File: config.mk
export PLATFORM = sky130hd
export DESIGN_NAME = sat_counter
export DESIGN_NICKNAME = d
export VERILOG_FILES = /design/src/rtl/sat_counter.sv
export SDC_FILE = /design/constraint.sdc
export NUM_CORES = 1
export LEC_CHECK = 0
export BUFFER_PORTS_ARGS = -buffer_cell sky130_fd_sc_hd__buf_2
export CELL_PAD_IN_SITES_DETAIL_PLACEMENT = 1
export CELL_PAD_IN_SITES_GLOBAL_PLACEMENT = 2
export CORE_UTILIZATION = 24
export DETAILED_ROUTE_END_ITERATION = 10
export GPL_TIMING_DRIVEN = 0
export PLACE_DENSITY_LB_ADDON = 0.1
export SLEW_MARGIN = 20
export SYNTH_ARGS = -nofsm -noshare
export SYNTH_HDL_FRONTEND = slang
export SYNTH_SLANG_ARGS = --single-unit
export TNS_END_PERCENT = 20
File: constraint.sdc
create_clock -name clk -period 1.43 [get_ports clk]
set_clock_uncertainty 0.2 [all_clocks]
set_input_delay 0 -clock clk [delete_from_list [all_inputs] [get_ports clk]]
set_output_delay 0 -clock clk [all_outputs]
set_load 0.03 [all_outputs]
File: src/rtl/sat_counter.sv
// Saturating up-counter with synchronous active-low reset and clear.
module sat_counter #(
    parameter int unsigned W = 8
) (
    input  logic         clk,
    input  logic         rst,
    input  logic         inc,
    input  logic         clr,
    output logic [W-1:0] q
);

    localparam logic [W-1:0] Max = '1;
    localparam logic [W-1:0] One = W'(1);

    logic [W-1:0] q_q, q_d;

    // A clear coinciding with an increment leaves the count at one, not zero.
    always_comb begin
        q_d = q_q;
        if (clr) begin
            q_d = inc ? One : '0;
        end else if (inc && (q_q != Max)) begin
            q_d = q_q + One;
        end
    end

    always_ff @(posedge clk) begin
        if (!rst) begin
            q_q <= '0;
        end else begin
            q_q <= q_d;
        end
    end

    assign q = q_q;

endmodule

# Word-level counts from Yosys, hierarchy flattened
# Cells that the tools add are included.
# Widths: inputs -> output; s select.
totals:
  reg_bits: 8
op_classes:
  n_eq_ne: 1
  reduce_logical: 2
  n_mux: 3
  add_sub_neg: 1
op_table:
  columns: ["op", "count"]
  rows:
  - ["$mux 8", 2]
  - ["$add 8x1->8 const B", 1]
  - ["$ne 8x8->1 const B", 1]
  - ["$reduce_bool 2->1", 1]
  - ["$logic_and 1x1->1", 1]
  - ["$mux 1", 1]

# Logic depth before layout (Yosys ltp)
# Gate-level depths: netlist of the first run.
depth:
  depth_word: 4
  mapped_depth: 4
  ltp_nobuf: 4

# Least setup slack after synthesis of the first run
# No wires, ideal clock.
synth_timing:
  path_type: "reg2reg"
  startpoint: "reg q_q[0] (netlist: q[0])"
  endpoint: "reg q_q[0] (netlist: q[0])"
  arrival_time_ps: 1520
  path_buffers: 0
  period_less_slack_ps: 1840
  setup_slack_ps: -410
  path_stages_with_launch: 5
  setup_ps: 120
  cell_sequence: "dfxtp_1 ha_1 nand4_1 o31a_1 o31a_1"
synth_between:
  elab_chain_cells: 3
  elab_cells_between_ends: 6
  cone_classes: "1 x add/sub; 1 x eq/ne; 2 x mux; 2 x reduce/logical"
synth_lines:
  columns: ["item", "line_no", "rtl"]
  rows:
  - ["from (decl)", "15", "logic [W-1:0] q_q, q_d;"]
  - ["from (signal assigned)", "31", "q_q <= q_d;"]
  - ["$add 8x1->8 or $ne 8x8->1 (tied branches)", "23, 22", null]
  - ["$mux 8 or $logic_and 1x1->1 (tied branches)", "22", "end else if (inc && (q_q != Max)) begin"]
  - ["$mux 8 or $reduce_bool 2->1 (tied branches)", null, null]
# Several ways; a longest one is shown, not always the timed one. The select of a mux whose other input is x is not followed.
# A chain may end at the register's enable or synchronous reset.

# Worst setup path after layout of the first run
layout_timing:
  startpoint: "reg q_q[1] (netlist: q[1])"
  endpoint: "reg q_q[0] (netlist: q[0])"
layout_between:
  elab_chain_cells: 3
layout_lines:
  columns: ["item", "line_no"]
  rows:
  - ["$ne 8x8->1", "22"]
  - ["$logic_and 1x1->1", "22"]
  - ["$reduce_bool 2->1 (no source line)", null]
# No other way between the ends.

==> flow_summary.yaml, run 1 <==
yosys:
  synthAdderAreaFrac_pct: 2.93
  synth_top_family_by_area: "simple AND/OR/NAND/NOR gates"
  synth-async-reset-ratio_pct: 0
  synth_xor_area_share_pct: 0
  synthTopCellsByCount: "dfxtp_1, inv_1, nand2_1, o21ai_0, nor4_1"
  synth_fp_nets: 54
  synth_cells: 49
  synth_most_common_cell: "dfxtp_1"
  synth_compound_area_share_pct: 23.2
  yosysTopAreaCell: "dfxtp_1"
  synth.area.top_cells: "dfxtp_1, mux2i_1, o21ai_0"
  ys_ff_latch: 8
  synth_edf_count: 0
  synth.distinct_cells: 25
  ys.flop_type: "dfxtp_1"
  mappedNetlistArea_um2: 427
  synth_mux_area_share_pct: 4.69
  yosys.area.top_type_share_pct: 37.5
  ys_warn_count: 0
  synth_simple_gate_area_share_pct: 28.2
  avgSynthCellArea_um2: 8.71
  ys_seq_area_share_pct: 37.5
pwr:
  p_per_area_nw_per_um2: 688
  swShare_pct: 24.5
  p_seq_share_pct: 50.2
  power.switching_w: 0.000112
  vdd_ir_drop_max_mv: 0.460
  intPower_w: 0.000346
  power_leakage_nw: 0.248
  clockPowerShare_pct: 38.1
  p_comb_share_pct: 11.6
finish:
  fin_util_pct: 42.2
  largest_reg_flops: 8
  syn2layout_area_growth_pct: 56.0
  finalNetCount: 77
  antennaDiodeCount: 0
  drive_gt1_share_pct: 47.1
run_status:
  violations: "negative hold slack, negative setup slack"
  status: "finished with violations"
grt:
  grt_max_degree: 8
  antenna_found_initial: 0
  overflow: 0
  grt_use_total_pct: 15.6
  grt_pass1_vias: 440
  grt_pass1_wl_um: 2200
timing:
  slew_viol_final: 0
  min_period_ps: 1470
  fmax_mhz: 679
  finalSetupTns_ps: -75.2
  rsz0062_at_grt: "yes"
  slew_headroom_pct: 75.0
  finalSetupViolations: 3
  worstMarginPinSlew_ps: 375
  layout_setup_ws_ps: -42.0
  final_hold_viol_count: 1
  timing.hold.ws_ps: -10.1
  period_share_pct: 103
placement:
  io_buffers: 11
  pre_cts_slack_ps: -135
  dp.final_hpwl_um: 889
  gp_congestion: 0.647
routing:
  vias: 476
  drc: 0
  finalWirelength_um: 1350
  wl_per_cell_um: 15.7
  drtIter0Drc: 14
  antenna_left: 0
  first_pass_iters: 6
  viasPerCell: 5.53
clock_tree:
  clockBufferDepth: 2
  cts_root_buf: "clkbuf_4"
  clk_pin_slew_ps: 60
  insertion_delay_ps: 250
  cts_buffers: 3
  h-tree-depth: 1
  cts_tree: "done"
  cts.sinks: 8
worst_setup_path:
  cp.arrival_ps: 1410
  cp-endpoint: "q[0]"
  r2r_end: "q[0]"
  reg2reg_slack_ps: -40
  crit_start: "q[1]"
  worstReg2RegStart: "q[1]"
  crit_fanout: 4
  crit_required_ps: 1370
  start_kind: "register"
  path_class: "register to register"
  cp-end-kind: "register"
  worst-r2r-cell-count: 4
flow_run:
  maxCapViolations: 0
floorplanning:
  initial_core_util_pct: 27.1
  ios: 12
  core_um2: 1580
  die_area_um2: 1950
  fp.dieH_um: 44.2
  row_count: 14
  die_w_um: 44.2
min_path:
  min_path_type: "input pin to register"
[critical path, cell delays in order (launching register included)]
cell	delay, ps
dfxtp_4	380
ha_4	150
nand4_1	130
o31a_1	280
o31a_1	230
[power groups by stage]
stage               Clock (W)  Sequential (W)  Combinational, W
floorplan                   0        0.000241         0.0000177
global placement            0        0.000236         0.0000394
detailed placement          0        0.000236         0.0000395
CTS                  0.000189        0.000230         0.0000496
global route         0.000202        0.000231         0.0000597
finish               0.000175        0.000230         0.0000534
[what timing repair did]
| item | CTS | global route |
|---|---|---|
| gates resized for setup | 4 | 7 |
| endpoints found under the hold margin | 8 | 2 |
| setup buffers | 4 | 0 |
| pin swaps | 3 | 0 |
| hold buffers | 2 | 1 |
| setup endpoints to repair | 3 | 6 |
[cell families (layout without fill, tap and decap cells)]
logic type,after synthesis,in the layout
buffers and inverters,4,25
muxes,2,2
and+or+nand+nor,20,20
DFF,8,8
AOI/OAI and AO/OA,14,14
adders and majority gates,1,1
[final cells by class]
class	count	area, um2
clock buffers	3	22.5
multi-input cells	37	320
well taps	16	20.0
inverters	4	15.0
fillers	183	911
repair buffers	18	115
flip-flops and latches	8	173
[metal layers]
layer  vias up  share of wire (%)  track usage [%]
met5         -                  0                0
met4         0                  0             3.64
met3         0                3.9             6.53
met2        14                 47             22.9
met1       229                 49             21.3
li1        233                  -                -
[metrics by stage]
step                      power [W]  cells  area (um2)
final                      0.000458     86         666
after global routing       0.000492     86         666
after CTS                  0.000469     85         613
after detailed placement   0.000275     76         527
after global placement     0.000275     76         527
after floorplan            0.000259     49         452
[how the worst min path moves through the flow]
| stage | startpoint | endpoint | slack [ps] | cells past startpoint |
|---|---|---|---|---|
| 2_1_floorplan | rst | q[0] | -80 | 1 |
| 3_3_place_gp | rst | q[0] | 60 | 2 |
| 3_5_place_dp | rst | q[0] | 50 | 2 |
| 4_1_cts | inc | q[1] | -100 | 3 |
| 5_1_grt | inc | q[4] | 9 | 3 |
| 6_report | inc | q[0] | -10 | 4 |
[cells in the final DEF, fill, tap and decap left out, types with 2 or more instances in the layout]
cell type	count
dlygate4sd3_1	3
o31a_1	2
clkbuf_4	3
mux2i_1	2
dfxtp_2	4
inv_1	4
o21ai_0	4
dfxtp_4	2
dfxtp_1	2
nand2_1	4
nand3_1	2
nand2b_1	2
buf_2	11
buf_4	4
nor2b_1	2
No activity file was read; power rests on OpenSTA's default activity.
==> run 2, diff against run 1 <==
SKIP_CTS_REPAIR_TIMING = 1   (was default)
==> run 2 against run 1 <==
The flow still finishes with violations (negative hold slack, negative setup slack). Utilization is 4.4 points lower. Routed wire length decreased by 8.1%. Worst hold slack worse by 75 ps.
==> flow_summary.yaml, run 2 (synthesis gave the netlist of run 1 again) <==
pwr:
  p_per_area_nw_per_um2: 760
  power_leakage_nw: 0.221
  vdd_ir_drop_max_mv: 0.451
  finalPower_w: 0.000453
floorplanning:
  row_count: 14
  die_w_um: 44.2
  ios: 12
  core_um2: 1580
  initial_core_util_pct: 27.1
  fp.dieH_um: 44.2
  die_area_um2: 1950
flow_run:
  maxCapViolations: 0
min_path:
  min_path_type: "input pin to register"
timing:
  final_hold_viol_count: 4
  fmax_mhz: 668
  period_share_pct: 105
  rsz0062_at_grt: "yes"
  slew_headroom_pct: 73.2
  min_period_ps: 1500
  layout_setup_ws_ps: -66.2
  finalSetupTns_ps: -156
  timing.hold.ws_ps: -84.9
  finalSetupViolations: 3
  slew_viol_final: 0
  worstMarginPinSlew_ps: 399
finish:
  stdcell_count: 83
  largest_reg_flops: 8
  antennaDiodeCount: 0
  seq_area_um2: 173
  syn2layout_area_growth_pct: 39.9
  final_cell_mix: "buf_2, nand2_1, inv_1, o21ai_0, dfxtp_2"
  drive_gt1_share_pct: 40.3
  finalNetCount: 74
  final_common_cell: "buf_2"
  multi_input_area_um2: 277
  final_cell_area_um2: 597
  fillerInstances: 191
worst_setup_path:
  cp-endpoint: "q[0]"
  r2r_end: "q[0]"
  cp-end-kind: "register"
  start_kind: "register"
  worstReg2RegStart: "q[0]"
  cp.arrival_ps: 1440
  path_class: "register to register"
  crit_required_ps: 1370
  reg2reg_slack_ps: -70
  crit_fanout: 5
  worst-r2r-cell-count: 4
  crit_start: "q[0]"
clock_tree:
  cts.sinks: 8
  clockBufferDepth: 2
  cts_root_buf: "clkbuf_4"
  cts_tree: "done"
  clk_pin_slew_ps: 60
  h-tree-depth: 1
  cts_buffers: 3
  insertion_delay_ps: 250
grt:
  grt_use_total_pct: 14.4
  antenna_found_initial: 0
  grt_pass1_wl_um: 2020
  grt_pass1_vias: 415
  grt_max_degree: 8
  overflow: 0
routing:
  finalWirelength_um: 1240
  wl_per_cell_um: 14.9
  viasPerCell: 5.41
  vias: 449
  drtIter0Drc: 15
  antenna_left: 0
  first_pass_iters: 6
  drc: 0
run_status:
  status: "finished with violations"
  violations: "negative hold slack, negative setup slack"
placement:
  dp.final_hpwl_um: 889
  io_buffers: 11
  place_area_um2: 527
  place_inst: 76
  gp_congestion: 0.647
run 2: cell count changes in the layout (fill, tap and decap cells not counted), sizes merged:
cell	change
buf	-2
dlygate4sd3	-1
run 2: critical path, stage by stage, from the launching register on:
cell	delay [ps]
dfxtp_4	380
ha_4	160
nand4_1	130
o31a_1	280
o31a_1	240
run 2: routing by layer:
metal	wire (um)	GRT usage (%)	up-vias	share of wire, %
met5	0	0	-	0
met4	0	3.64	0	0
met3	38	6.53	0	3.1
met2	537	19.4	8	43
met1	665	20.5	213	54
li1	-	-	228	-
run 2: power by group:
part           internal (W)  switching (W)  leakage, nW
logic             0.0000226      0.0000256        0.139
clock network     0.0000962      0.0000785       0.0138
registers          0.000225     0.00000578       0.0682
run 2: stage by stage:
stage | setup WS, ps | utilization (%)
after global placement | -120 | 33.4
after global routing | -128 | 37.9
after floorplan | -105 | -
after detailed placement | -135 | 33.4
after CTS | -137 | 34.8
final | -66.2 | 37.9
run 2: worst min-delay path by stage:
stage               from   end  slack [ps]  depth (start not counted)
global route         inc  q[1]         -90                          3
floorplan            rst  q[0]         -80                          1
finish               inc  q[1]         -80                          3
global placement     rst  q[0]          60                          2
detailed placement   rst  q[0]          50                          2
CTS                  rst  q[0]        -220                          2
run 2: final cells by class:
class	count	share of cell area (%)
Sequential cell	8	28.9
Inverter	4	2.52
Timing Repair Buffer	15	15.1
Multi-Input combinational cell	37	46.3
Clock buffer	3	3.77
Tap cell	16	3.35
==> run 3, diff against run 2 <==
ABC_AREA = 1   (was default)
CORE_UTILIZATION = 23   (was 24)
==> run 3 against run 2 <==
The flow finishes with violations (negative hold slack). Final cell count up 43%. Flip-flop and latch count unchanged. Utilization down 2.9 points. Routed wire length up 15%. Die area up 19%. Worst setup slack better by 72 ps. Maximum frequency up 5.1%. Clock-buffer cell count up 1. Register-to-register slack better by 70 ps. Sequential share of layout area down 3.3 points. Critical path type unchanged. Largest cell class unchanged. Highest routed layer is now met4.
==> flow_summary.yaml, run 3 <==
floorplanning:
  initial_core_util_pct: 24.8
  core_um2: 1980
  fp.dieH_um: 48.2
  row_count: 16
  die_area_um2: 2330
  die_w_um: 48.2
  ios: 12
yosys:
  synth_most_common_cell: "nand2_1"
  synth_cells: 75
  ys.flop_type: "dfxtp_1"
  yosysTopAreaCell: "dfxtp_1"
  avgSynthCellArea_um2: 6.56
  ys_warn_count: 0
  synth.distinct_cells: 18
  synth_edf_count: 0
  mappedNetlistArea_um2: 492
  ys_ff_latch: 8
  synth.area.top_cells: "dfxtp_1, nand2_1, nand3_1"
  yosys.area.top_type_share_pct: 32.6
  synth_fp_nets: 80
  synth-async-reset-ratio_pct: 0
  synthTopCellsByCount: "nand2_1, nor2_1, inv_1, nand3_1, dfxtp_1"
  ys_seq_area_share_pct: 32.6
worst_setup_path:
  cp.arrival_ps: 1390
  max_stage_delay_ps: 380
  crit_fanout: 6
  cp_top_family: "simple AND/OR/NAND/NOR gates"
  critPathBufInv: 0
  crit_slowest_cell: "dfxtp_4"
  cp-end-kind: "register"
  path_class: "register to register"
  path_cells: "ha_4 -> nand2_4 -> nor2_4 -> nand2_4 -> nand2_8 -> nand2_8 -> nor2_1 -> nor2_1"
  crit_required_ps: 1390
  start_kind: "register"
grt:
  antenna_found_initial: 0
  grt_max_degree: 9
  grt_pass1_vias: 515
  grt_pass1_wl_um: 2290
  grt_use_total_pct: 15.2
  overflow: 0
pwr:
  p_seq_share_pct: 45.1
  power.switching_w: 0.000160
  swShare_pct: 30.6
  vdd_ir_drop_max_mv: 0.325
  power_leakage_nw: 0.310
  p_per_area_nw_per_um2: 755
  intPower_w: 0.000363
  clockPowerShare_pct: 39.6
  p_comb_share_pct: 15.4
clock_tree:
  clockBufferDepth: 2
  cts_buffers: 3
  cts.sinks: 8
  insertion_delay_ps: 270
  clk_pin_slew_ps: 70
  cts_root_buf: "clkbuf_4"
  cts_tree: "done"
  h-tree-depth: 1
routing:
  wl_per_cell_um: 12.0
  vias: 543
  drc: 0
  first_pass_iters: 2
  viasPerCell: 4.56
  drtIter0Drc: 3
  antenna_left: 0
  finalWirelength_um: 1430
finish:
  drive_gt1_share_pct: 35.9
  final_cell_mix: "nand2_1, buf_2, nor2_1"
  finalNetCount: 98
  final_cell_area_um2: 693
  largest_reg_flops: 8
  antennaDiodeCount: 0
  syn2layout_area_growth_pct: 41.0
  fin_util_pct: 35.0
  final_common_cell: "nand2_1"
timing:
  finalSetupViolations: 0
  worstMarginPinSlew_ps: 382
  timing.hold.ws_ps: -144
  slew_viol_final: 0
  final_hold_viol_count: 5
  rsz0062_at_grt: "yes"
  period_share_pct: 99.6
  slew_headroom_pct: 74.5
  fmax_mhz: 702
  min_period_ps: 1420
flow_run:
  maxCapViolations: 0
placement:
  dp.final_hpwl_um: 1050
  place_area_um2: 613
  io_buffers: 11
  gp_congestion: 0.711
run_status:
  status: "finished with violations"
  violations: "negative hold slack"
min_path:
  min_path_type: "input pin to register"
==> run 3: cell types whose count changed after synthesis, moves of 3 or more <==
cell | before | now
a21oi_1 | 1 | 5
nand3_1 | 2 | 9
nor4_1 | 3 | 0
nand2_1 | 4 | 16
nor2_1 | 0 | 10
inv_1 | 4 | 9
==> run 3: cell families (layout without fill, tap and decap cells) <==
group / Yosys count / in the layout / synth area share, %
and+or+nand+nor: 47 / 47 / 47.3
DFF: 8 / 8 / 32.6
AOI/OAI and AO/OA: 9 / 9 / 9.92
adders and majority gates: 1 / 1 / 2.54
buffers and inverters: 10 / 27 / 7.63
==> run 3: area by class of cell <==
| class | count | area (um2) |
|---|---|---|
| timing repair buffer | 13 | 75.1 |
| multi-input combinational | 57 | 343 |
| clock buffer | 4 | 26.3 |
| tap | 27 | 33.8 |
| fill | 252 | 1290 |
| sequential | 8 | 178 |
| inverter | 10 | 37.5 |
==> run 3: per-layer routing <==
metal	vias up	track usage [%]	share of wire, %
met5	-	0	0
met4	0	10.0	2.4
met3	4	4.44	2.8
met2	9	20.8	45
met1	251	20.3	50
li1	279	-	-
==> run 3: worst paths after layout <==
check | startpoint | endpoint | slack [ps] | depth (start not counted)
worst min-delay path | clr | q[4] | -140 | 4
worst max-delay path | q[0] | q[5] | 6 | 8
worst max register to register | q[0] | q[5] | 6 | 8
worst min register to register | q[6] | q[6] | 260 | 2
==> run 3: tightest hold or removal path, stage by stage <==
cell	delay [ps]
buf_2	120
nor2_1	50
nand2_1	50
a21oi_1	50
==> run 3: power groups by stage <==
| stage | Sequential [W] | Clock (W) | Combinational, W |
|---|---|---|---|
| after floorplan | 0.000253 | 0 | 0.0000334 |
| after global placement | 0.000243 | 0 | 0.0000695 |
| after detailed placement | 0.000243 | 0 | 0.0000703 |
| after CTS | 0.000237 | 0.000218 | 0.0000695 |
| after global routing | 0.000237 | 0.000231 | 0.0000905 |
| final | 0.000236 | 0.000207 | 0.0000804 |
==> run 3: through the flow <==
| stage | worst slack [ps] | hold WS, ps | power [W] | instances | setup TNS, ps |
|---|---|---|---|---|---|
| 5_1_grt | -68.4 | -130 | 0.000558 | 119 | -390 |
| 3_5_place_dp | -81.0 | 66.8 | 0.000313 | 113 | -379 |
| 6_report | 5.79 | -144 | 0.000523 | 119 | 0 |
| 3_3_place_gp | -82.2 | 63.5 | 0.000312 | 113 | -384 |
| 2_1_floorplan | 2.10 | -71.3 | 0.000287 | 75 | 0 |
| 4_1_cts | -98.6 | -223 | 0.000525 | 117 | -473 |
